$ cat src/rtl/poisson_rate_scheduler.sv
// poisson_rate_scheduler
//
// Time-multiplexed Poisson spike source feeding the LIF array. One shared
// 16-bit Galois LFSR and one comparator serve N_CH channels, each with its
// own programmable rate register. A frame tick starts a scan that visits one
// channel per clock; the finished spike vector is registered and flagged with
// a single-cycle valid strobe.
//
// Optional feature macro: POISSON_REFRACTORY_EN
//   When defined, a channel that spiked in the previous completed frame is
//   held silent for the current frame (the LFSR still advances for its slot).
//
// Ports:
//   clk          clock
//   rst_n        asynchronous active-low reset
//   enable       frame ticks accepted only when high
//   tick         frame request pulse
//   cfg_we       rate register write strobe
//   cfg_addr     channel index for the write (>= N_CH ignored)
//   cfg_rate     new rate; spike probability = cfg_rate / 65536
//   spike_vec    spike vector of the last completed frame (bit i = channel i)
//   spike_valid  one-cycle pulse when spike_vec has just been updated
//   busy         high while scanning or emitting
//   overrun      sticky flag: a tick arrived while busy and was dropped
//   ovr_clr      clears overrun (a simultaneous dropped tick wins)

module poisson_rate_scheduler #(
    parameter int          N_CH         = 8,
    parameter int          CH_W         = 3,
    parameter logic [15:0] SEED         = 16'hACE1,
    parameter logic [15:0] DEFAULT_RATE = 16'd3277
) (
    input  logic            clk,
    input  logic            rst_n,
    input  logic            enable,
    input  logic            tick,
    input  logic            cfg_we,
    input  logic [CH_W-1:0] cfg_addr,
    input  logic [15:0]     cfg_rate,
    output logic [N_CH-1:0] spike_vec,
    output logic            spike_valid,
    output logic            busy,
    output logic            overrun,
    input  logic            ovr_clr
);

    typedef enum logic [1:0] {
        IDLE = 2'd0,
        SCAN = 2'd1,
        EMIT = 2'd2
    } state_t;

    state_t          state;
    state_t          state_next;
    logic [CH_W-1:0] ch;
    logic [15:0]     lfsr;
    logic [15:0]     lfsr_next;
    logic [15:0]     rate [N_CH];
    logic [N_CH-1:0] shadow;
    logic [N_CH-1:0] shadow_next;
    logic            draw;
    logic            last_ch;
    logic            tick_start;
    logic            tick_drop;
    logic            addr_ok;

    assign last_ch    = (ch == CH_W'(N_CH - 1));
    assign tick_start = tick && enable && (state == IDLE);
    assign tick_drop  = tick && (state != IDLE);
    assign addr_ok    = ({1'b0, cfg_addr} < (CH_W + 1)'(N_CH));

    // Right-shifting Galois LFSR, taps 0xB400 (maximal length, never reaches 0).
    assign lfsr_next = {1'b0, lfsr[15:1]} ^ (lfsr[0] ? 16'hB400 : 16'h0000);

    // Bernoulli draw for the channel being visited, using the pre-advance LFSR
    // value. Under the refractory option the previous frame's output (still in
    // spike_vec) masks the draw.
    always_comb begin
        draw = (lfsr < rate[ch]);
`ifdef POISSON_REFRACTORY_EN
        if (spike_vec[ch]) begin
            draw = 1'b0;
        end
`endif
        shadow_next     = shadow;
        shadow_next[ch] = draw;
    end

    // Next-state logic.
    always_comb begin
        state_next = state;
        case (state)
            IDLE:    if (tick && enable) state_next = SCAN;
            SCAN:    if (last_ch)        state_next = EMIT;
            EMIT:                        state_next = IDLE;
            default:                     state_next = IDLE;
        endcase
    end

    // State register; busy is registered alongside it.
    always_ff @(posedge clk or negedge rst_n) begin
        if (!rst_n) begin
            state <= IDLE;
            busy  <= 1'b0;
        end else begin
            state <= state_next;
            busy  <= (state_next != IDLE);
        end
    end

    // Scan datapath. The output vector and valid strobe are loaded on the edge
    // that leaves the last SCAN cycle, so they are visible during the EMIT
    // cycle itself; the strobe self-clears on the following edge.
    always_ff @(posedge clk or negedge rst_n) begin
        if (!rst_n) begin
            ch          <= '0;
            lfsr        <= SEED;
            shadow      <= '0;
            spike_vec   <= '0;
            spike_valid <= 1'b0;
        end else begin
            spike_valid <= 1'b0;
            if (tick_start) begin
                ch     <= '0;
                shadow <= '0;
            end else if (state == SCAN) begin
                shadow <= shadow_next;
                lfsr   <= lfsr_next;
                if (last_ch) begin
                    ch          <= '0;
                    spike_vec   <= shadow_next;
                    spike_valid <= 1'b1;
                end else begin
                    ch <= ch + CH_W'(1);
                end
            end
        end
    end

    // Sticky overrun flag; a dropped tick takes priority over the clear.
    always_ff @(posedge clk or negedge rst_n) begin
        if (!rst_n) begin
            overrun <= 1'b0;
        end else if (tick_drop) begin
            overrun <= 1'b1;
        end else if (ovr_clr) begin
            overrun <= 1'b0;
        end
    end

    // Rate registers. Writes land on the next edge in any state, so a write
    // during a scan reaches only the channels not yet visited.
    always_ff @(posedge clk or negedge rst_n) begin
        if (!rst_n) begin
            for (int i = 0; i < N_CH; i++) begin
                rate[i] <= DEFAULT_RATE;
            end
        end else if (cfg_we && addr_ok) begin
            rate[cfg_addr] <= cfg_rate;
        end
    end

endmodule

$ cat config.mk
export PLATFORM = sky130hd
export DESIGN_NAME = poisson_rate_scheduler
export DESIGN_NICKNAME = d
export VERILOG_FILES = /design/src/rtl/poisson_rate_scheduler.sv
export SDC_FILE = /design/constraint.sdc
export NUM_CORES = 1
export LEC_CHECK = 0
export ABC_AREA = 0
export CAP_MARGIN = 20
export CORE_MARGIN = 3
export CORE_UTILIZATION = 60
export DETAILED_ROUTE_END_ITERATION = 6
export PLACE_DENSITY = 0.87
export REMOVE_ABC_BUFFERS = 1
export SKIP_LAST_GASP = 1
export SYNTH_ARGS = -nofsm -noshare
export SYNTH_HDL_FRONTEND = slang
export SYNTH_SLANG_ARGS = --single-unit
$ cat constraint.sdc
create_clock -name clk -period 6.4 [get_ports clk]
set_input_delay 0.96 -clock clk [delete_from_list [all_inputs] [get_ports clk]]
set_output_delay 0.96 -clock clk [all_outputs]
set_load 0.02 [all_outputs]
* Yosys cells after proc, flatten, opt, wreduce, memory -nomap -nowiden *
Cells that the tools add are included.

cells by class
  bitwise gates (word level) = 4
  muxes and demuxes = 23
  eq/ne operators = 2
  add/subtract/negate cells = 1
  order comparisons = 6
  reductions and logical operators = 12

operator list
  cell                                                               number
  bitwise mux 128 bit                                                1
  two-way mux 16 bit                                                 4
  binary-select mux 16 bit (select 3 bit)                            1
  demux 16 bit (select 3 bit)                                        1
  < comparator 16 bit                                                1
  two-way mux 8 bit                                                  2
  XOR 15 x 16 -> 16 bit                                              1
  two-way mux 3 bit                                                  3
  bitwise mux 8 bit                                                  1
  greater-or-equal comparator 4 bit, second input constant           2
  NOT 3 -> 4 bit                                                     2
  nonzero test 2 bit                                                 4
  two-way mux 1 bit                                                  6
  logical AND 1 bit                                                  5
  < comparator 3 x 4 -> 1 bit, second input constant                 1
  < comparator 4 x 1 -> 1 bit, second input constant                 1
  two-way mux 2 bit                                                  2
  case mux 2 bit (2 select lines)                                    1
  adder 3 x 1 -> 3 bit, second input constant                        1
  demux 1 bit (select 3 bit)                                         1
  equality test 3 bit, second input constant                         1
  greater-or-equal comparator 3 x 1 -> 1 bit, second input constant  1
  AND reduction 3 bit                                                1
  equality test 2 x 1 -> 1 bit, second input constant                1
  other kinds (3)                                                    3

storage, ports and cells
  flip-flop bits (word level) = 168
  output and inout port bits = 11
  logic and storage cells = 64
  input port bits = 25

* Longest topological paths before layout *
Gate-level depths: netlist of the first run.

  word-level depth = 8
  gate-level depth with buffers = 14
  mapped depth without buffers = 10

* Worst setup path before layout of the first run *
OpenSTA, ideal clock, no wires.

  path type = reg2reg
  start = register ch[2]
  end = register spike_vec[5]
  data arrival time = 3.016 ns
  clock period less this slack = 3.090 ns
  buffers on the path = 3
  data required time = 6.326 ns
  library setup time = 0.074 ns
  cell stages (with the launch flop) = 13
  path slack = 3.310 ns
  cells stage by stage = dfrtp_1 > clkbuf_1 > nor3b_2 > clkbuf_1 > a22oi_1 > and4_1 > ha_1 > a21oi_1 > nand2_1 > o21ai_1 > clkbuf_1 > nand4b_1 > o21ai_2

between the ends
  word-level cells in the longest chain between the ends = 6
  elaborated cells on any way between the ends = 13
  those cells by class = order compare: 3; eq/ne: 1; mux: 6; bitwise: 1; reduce/logical: 2

ends and longest elaborated chain
  item                                                   RTL line  RTL
  start: declaration                                     55        logic [CH_W-1:0] ch;
  start signal: assignment                               134       ch <= ch + CH_W'(1);
  NOT 3 -> 4 bit (implied by the code)                   79        draw = (lfsr < rate[ch]);
  binary-select mux 16 bit (select 3 bit)                79
  two-way mux 16 bit (implied by the code) (2 in a row)  79
  < comparator 16 bit                                    79
  bitwise mux 8 bit                                      86        shadow_next[ch] = draw;
  end signal: assignment                                 131       spike_vec <= shadow_next;
  end: declaration                                       40        output logic [N_CH-1:0] spike_vec,

Parallel ways exist; a longest one is shown, timed or not. The select of a mux whose other input is x is not followed.
A chain may end at the register's enable or synchronous reset.

* Final worst setup path of the first run *
  start = register ch[0]
  end = register shadow[3]

between the ends
  word-level cells in the longest chain between the ends = 8
  elaborated cells on any way between the ends = 13
  those cells by class = order compare: 3; mux: 8; bitwise: 1; reduce/logical: 1

ends and longest elaborated chain
  item                                                   RTL line  RTL
  NOT 3 -> 4 bit (implied by the code)                   79
  binary-select mux 16 bit (select 3 bit)                79
  two-way mux 16 bit (implied by the code) (2 in a row)  79
  < comparator 16 bit                                    79
  bitwise mux 8 bit (*)                                  86
  two-way mux 8 bit (*)                                  126       end else if (state == SCAN) begin
  two-way mux 8 bit (*)                                  123       if (tick_start) begin
  end signal: assignment                                 127       shadow <= shadow_next;
  end: declaration                                       59        logic [N_CH-1:0] shadow;

Every way passes the cells marked *; elsewhere a longest branch is shown, timed or not. The select of a mux whose other input is x is not followed.

==> metrics list, run 1 <==
- Before antenna repair, the detailed router went through 5 iterations.
- Buffers inserted by post-CTS timing repair: 0
* Highest clock rate: around 0.25 GHz
- List of cells traversed by the critical path: and3b_1 > a22o_1 > a221oi_1 > and3_1 > ha_1 > nand4_1 > nor4_1 > o21ai_0 > o22ai_2 > o21ai_0
- Crit path top cell by count: o21ai_0
- Gate Count Post-Synth: about 600
- The critical path is of the reg2reg type.
- Via/cell ratio: 6.40
* Tightest slew margin relative to the limit: 0.275
* Number of global-route vias before repair: approximately 5600
- Along the worst path, the maximum fanout reaches 19.
* DRC marker count from the first detailed-route iteration: 497
- In the final routed layout, each cell accounts on average for 22.3 um.
- Worst-case clock buffer depth: 2
* Power per cell area: between 400 and 500 nW/um^2
- Including well taps, the total number of placed cells is 783.
- Root Buffer Master: clkbuf_16
- The wire-length estimate of the detail-placed layout is around 11000 um.
- Die area: approximately 14000 um^2
* Count of distinct cell types in the synthesized netlist: 41
- The repair_antennas step left the layout with diodes totalling 0.
- Of the available clock period, the critical path in the final layout requires 0.625.
* First-pass GRT wire length: around 30000 um
- For this run, the register share of the synthesized area comes to 0.556.
- After floorplanning, the core was divided into 40 placement rows.
- At the worst endpoint, the required time is 6.67 ns.
- For this run, the post-layout net count is approximately 680.
- Clock tree from TritonCTS: built
- 36 I/O pins were placed.
- The H-tree generated during clock tree synthesis spans 4 levels.
* Insertion delay of the later-clocked pin in the worst-skew pair: approximately 0.43 ns
* PostCTS Resize Cnt: 0
- On the critical path, the stage with the largest delay is an instance of and3b_1.
- After clock tree synthesis, the clock-pin slew on the worst setup and hold paths is about 0.060 ns.
- Initial Util: 0.629
* Number of buffers added to fix hold violations after cts: 0
- In this run the remaining antenna-violating nets after routing total 0.
- Ys Warns: 0
* Initial antenna violation count: 0
* Unrepaired setup endpoints after global routing: false
- Clock tree synthesis inserted a total of 17 buffers.
- The tool flagged a number of max-cap violations equal to 0.
- Summing every instance area after synthesis gives 7710 um^2.
* Biggest area contributors in the synthesized netlist: dfrtp_1 (34%), dfstp_2 (22%), mux2_2 (19%), a22oi_1 (4.1%), ha_1 (2.8%)
- Post-synth ARST share: 1.00
* Most common library cells after synthesis: mux2_2 (130), dfrtp_1 (104), dfstp_2 (64)
- Capturing element type of the critical path: register
* Setup violations, final: 0
- Post-layout utilization of the core: 0.724
* Critical Path Start Type: register
- Of the post-synthesis cell area, the dominant cell type holds 0.338.
- Die Height: approximately 120 um
- Summed over all layers, the global routing overflow is 0.
* Count of non-filler cells in the finished layout: between 800 and 900
- The region available for standard cell placement spans 12300 um^2.
* Largest net degree at the start of global routing: about 110
* Worst hold-check path type: reg2reg
- Hold violation count in the final report: 0
- Global routing usage summed across all routing layers: 0.270
- Critical path arrival: approximately 4.3 ns
* Routability congestion estimate from global placement: between 0.8 and 0.9
* Slew Limit Fails: 0
* Number of flops mapped to enable cells by yosys: 0
* Post-Route Skew: 0.00733 ns
- Die width: 119 um
- For this design the static power due to leakage is 0.00370 uW.
- Final critical-path required period: 4.00 ns
- At the pin with the least slew margin, the transition time is roughly 1.1 ns.
- The run finished with clean final reports.
* Layout cell share with drive strength beyond 1: 0.400
- Setup total negative slack on the finished layout was measured at 0 ns.
* Worst path max stage delay: 0.96 ns
* Relative area change from synthesis to final layout: 15.1%
- The routed layout has 5234 vias.
- The count of buffers added on input and output ports is 35.
- VDD sags by at most 0.243 mV.
* Synth Register Bits: about 170
- Most frequent cell after synthesis: mux2_2
- Counting every sink on the clock net gives roughly 170.
- Largest area contributor in the synthesized netlist: dfrtp_1
- Mean instance size in the synthesized netlist: about 13 um^2
* Dominant register cell in the synthesized netlist: dfrtp_1
- After detailed routing, the number of remaining DRC violations is 0.
- Wires add up to around 18000 um.
[cell type report]
cell class,count,area (um^2)
Sequential cell,168,4280
Fill cell,805,3390
Multi-Input combinational cell,394,3250
Timing Repair Buffer,52,487
Clock buffer,21,480
Tap cell,168,210
Clock inverter,11,145
Inverter,4,15.0
[state kept, by name, indices dropped and copies added, names as in the netlist]
register and cells:
spike_vec 8, state 2, shadow 8, ch 3, spike_valid 1, lfsr 16
overrun 1, busy 1, rate 128
[through the flow]
step           hold slack [ns]  instance area [um^2]  worst slack (ns)  total power (uW)
2_1_floorplan            0.443                  7550              3.16              2220
6_report                 0.469                  8870              2.40              3720
5_1_grt                  0.494                  8870              2.10              3910
3_5_place_dp             0.464                  8220              2.46              2630
3_3_place_gp             0.457                  8220              2.59              2570
4_1_cts                  0.471                  8840              2.42              3720
[worst max-delay path, delay by kind of cell, from the launching register on]
kind	cells	cell delay [ns]
AO/OA/AOI/OAI	5	1.26
adder cells (fa/ha/maj)	1	0.27
flip-flops	1	0.67
AND/OR/NAND/NOR	4	1.63
[layer usage]
layer	up-vias	wire (um)	track usage
met5	-	0	0
met4	0	571	0.121
met2	191	9010	0.438
met3	45	1160	0.0674
li1	2300	-	-
met1	2698	7520	0.343
[cell families (layout without fill, tap and decap cells)]
kind of cell	count (synthesis)	count (layout)	synth area share
xor gates and xnor gates	3	3	0.00341
buffers and inverters	41	88	0.0229
AOI/OAI and AO/OA	111	111	0.104
DFF	168	168	0.556
and+or+nand+nor	128	128	0.0888
adders and majority gates	17	17	0.0276
muxes	135	135	0.198
[path summary, 6_finish.rpt]
| kind | startpoint | to | slack (ns) | cells past startpoint |
|---|---|---|---|---|
| hold / removal | lfsr[6] | lfsr[5] | 0.47 | 2 |
| min in group asynchronous | rst_n | overrun | 0.63 | 1 |
| max in group asynchronous | rst_n | rate[105] | 4.35 | 2 |
| hold reg to reg | lfsr[6] | lfsr[5] | 0.47 | 2 |
| setup / recovery | ch[0] | shadow[3] | 2.40 | 10 |
| setup reg to reg | ch[0] | shadow[3] | 2.40 | 10 |
[power by group]
group	internal [uW]	total, uW	switching, uW	leakage, uW
Clock	655	1070	412	0.000313
Combinational	512	1130	619	0.00144
Sequential	1360	1520	165	0.00195
[placed cells by master (no fill, tap or decap), types with 10 or more instances in the layout]
cell type / netlist / layout
mux2_2: 130 / 130
o21ai_0: 22 / 22
nand2_1: 51 / 51
nand4b_1: 11 / 11
a221oi_1: 13 / 13
nor2_1: 19 / 19
dfstp_2: 64 / 64
ha_1: 17 / 17
clkdlybuf4s50_1: 0 / 34
dfrtp_1: 104 / 104
clkbuf_16: 0 / 17
and3_1: 14 / 14
a22o_1: 15 / 15
buf_4: 0 / 16
a22oi_1: 42 / 42
nand3_1: 10 / 10
(Power assumes the default switching activity.)
==> inputs of run 2 (changes only) <==
Clock period 6.4 ns to 3.9 ns, I/O delays scaled along.
==> run 2 against run 1 <==
  * Routed wire length is 3.0% higher
  * Worst hold slack got worse by 0.18 ns
  * Sequential share of layout area shrank 0.24 points
  * Via count is 3.3% higher
  * Maximum frequency grew 12%
  * Non-clock buffer count increased by 10
  * Critical path depth up 1
  * Critical path type unchanged
  * Critical endpoint is now shadow[2]
  * Largest cell class unchanged
  * Largest power group unchanged
  * Highest routed layer unchanged
==> metrics list, run 2 (same netlist as run 1, synthesis figures left out) <==
- Die Height: ~120 um
- Biggest regs: rate (128), lfsr (16)
- STA classifies the critical path endpoint as a register.
* Tightest slew margin relative to the limit: 0.335
* Post-route cell area: 8920 um^2
- Between clock sinks in the finished design, the worst skew comes to ~0.0097 ns.
* Top register by number of flip-flops: rate
* # H-tree levels: 4
* Total Negative Setup Slacks: 0 ns
- Worst-case clock buffer depth: 2
- After detailed routing, the total wire length is between 15000 and 20000 um.
- The tree is rooted in a clkbuf_16.
- Leaving out fill and tap cells, the most frequent cell in the layout is mux2_2.
- In the final routed layout, each cell accounts on average for 22.7 um.
* Die area: around 14000 um^2
- Number of port buffers: 35
- Result of the run: finished, final reports clean
- In this run the cell area measured after placement is between 8000 and 9000 um^2.
- TritonCTS Buffers: 17
- The number of max-slew violations in the final report is 0.
- Category of the most critical setup path: reg2reg
- The first global-routing pass estimated ~30000 um of wire.
- Max reg flops: approximately 130
* List of cells traversed by the critical path: and3_1 > a22o_1 > a221oi_1 > and3_1 > ha_1 > nand4_1 > nor4_1 > o21ai_0 > o22ai_2 > buf_4 > o21ai_0
- Standard cell with the maximum stage delay on the critical path: and3_1
* Core area: about 12000 um^2
- Final critical-path required period: 3.58 ns
- Top library cells by usage in the layout, fill and taps aside: mux2_2 (130), dfrtp_1 (104), dfstp_2 (64), nand2_1 (51), a22oi_1 (42)
- Setup violations remaining at the end of the flow were counted as 0.
- Die width: about 120 um
- Detailed-route DRC error count: 0
* DRC marker count from the first detailed-route iteration: 574
* PostCTS Resize Cnt: 0
* Unrepaired setup endpoints after global routing: false
- In this design, the stage delay of the slowest critical-path cell is about 0.71 ns.
* Critical Path Start Type: register
- Largest net degree at the start of global routing: ~110
- Sum of net half-perimeters after detailed placement: between 10000 and 15000 um
* Worst hold-check path type: in2async
- Routability congestion estimate from global placement: between 0.8 and 0.9
* Total vias in the final route: ~5400
* Critical path arrival: about 3.9 ns
- The first detailed-routing pass ran for 5 iterations.
- Highest clock rate: 0.279 GHz
* Total congestion overflow: 0
- Hold violation count in the final report: 0
- Number of buffers added to fix hold violations after cts: 0
- The initial antenna violation count came to 0.
- Across every metal layer, demand over resource in global routing totals 0.270.
* Clock-pin slew of the registers on the worst-case setup and hold paths: about 0.060 ns
- Dividing total power by cell area gives a power density of around 690 nW/um^2.
- The number of global-route vias before repair is approximately 5600.
- Ports: 36
* Initial Util: 0.629
* Relative area change from synthesis to final layout: 15.7%
- Crit-path max FO: 16
- Layout cell share with drive strength beyond 1: 0.403
* Share of the clock period used by the worst path after layout: 0.918
* Worst-case vdd ir drop: 0.559 mV
* Clock tree from TritonCTS: built
- Buffers inserted by post-CTS timing repair: 0
- Number of diodes added for antenna fixing: 0
- Endpoint required time on the critical path: 4.20 ns
- Net total in the final layout: between 600 and 700
- The clock net in this run drives a total of between 150 and 200 sinks.
- After detailed routing, the number of vias per cell comes to between 6 and 7.
* # rows: 40
* Count of antenna-violating nets left after detailed routing: 0
- Insertion delay of the later-clocked pin in the worst-skew pair: 0.43 ns
- Across the run, the number of max-cap violations was 0.
- In this run the static leakage power is about 0.0037 uW.
- Slew at the pin closest to its max-slew limit: slightly below 1 ns
==> run 2: critical path, delay by kind of cell, from the launching register on <==
kind,cells,cell delay (ns)
compound gates,5,0.74
fa+ha+maj,1,0.31
flops,1,0.65
buf+inv,1,0.25
simple gates,4,1.48
==> run 2: area by class of cell <==
| type | count | area, um^2 |
|---|---|---|
| Fill cell | 783 | 3340 |
| Inverter | 4 | 15.0 |
| Sequential cell | 168 | 4280 |
| Multi-Input combinational cell | 394 | 3250 |
| Timing Repair Buffer | 62 | 573 |
| Tap cell | 168 | 210 |
| Clock buffer | 24 | 492 |
| Clock inverter | 8 | 92.6 |
==> run 2: metal layers <==
layer,track usage,up-vias,part of all wire
li1,-,2322,-
met3,0.0603,60,0.078
met5,0,-,0
met2,0.441,256,0.49
met4,0.108,0,0.028
met1,0.352,2771,0.41
==> run 2: path summary, 6_finish.rpt <==
| kind | startpoint | endpoint | slack (ns) | cells after the start |
|---|---|---|---|---|
| min in group clk | lfsr[11] | lfsr[11] | 0.48 | 2 |
| setup reg to reg | ch[0] | shadow[2] | 0.32 | 11 |
| hold reg to reg | lfsr[11] | lfsr[11] | 0.48 | 2 |
| max in group asynchronous | rst_n | rate[70] | 2.58 | 2 |
| hold / removal | rst_n | overrun | 0.29 | 1 |
| setup / recovery | ch[0] | shadow[2] | 0.32 | 11 |
==> run 2: report_power, final <==
part | total (uW) | leakage [uW] | internal (uW) | switching (uW)
clock | 1670 | 0.000292 | 1010 | 660
sequential | 2510 | 0.00195 | 2230 | 279
combinational | 1940 | 0.00150 | 882 | 1060
==> run 2: metrics by stage <==
step	setup slack (ns)	power, uW	hold slack [ns]	std cells	util
global route	0.185	6400	0.358	828	0.727
detailed placement	0.458	4390	0.469	795	0.679
CTS	0.354	6080	0.328	827	0.727
finish	0.320	6120	0.293	828	0.727
floorplan	0.656	3640	0.289	566	-
global placement	0.715	4250	0.457	793	0.676
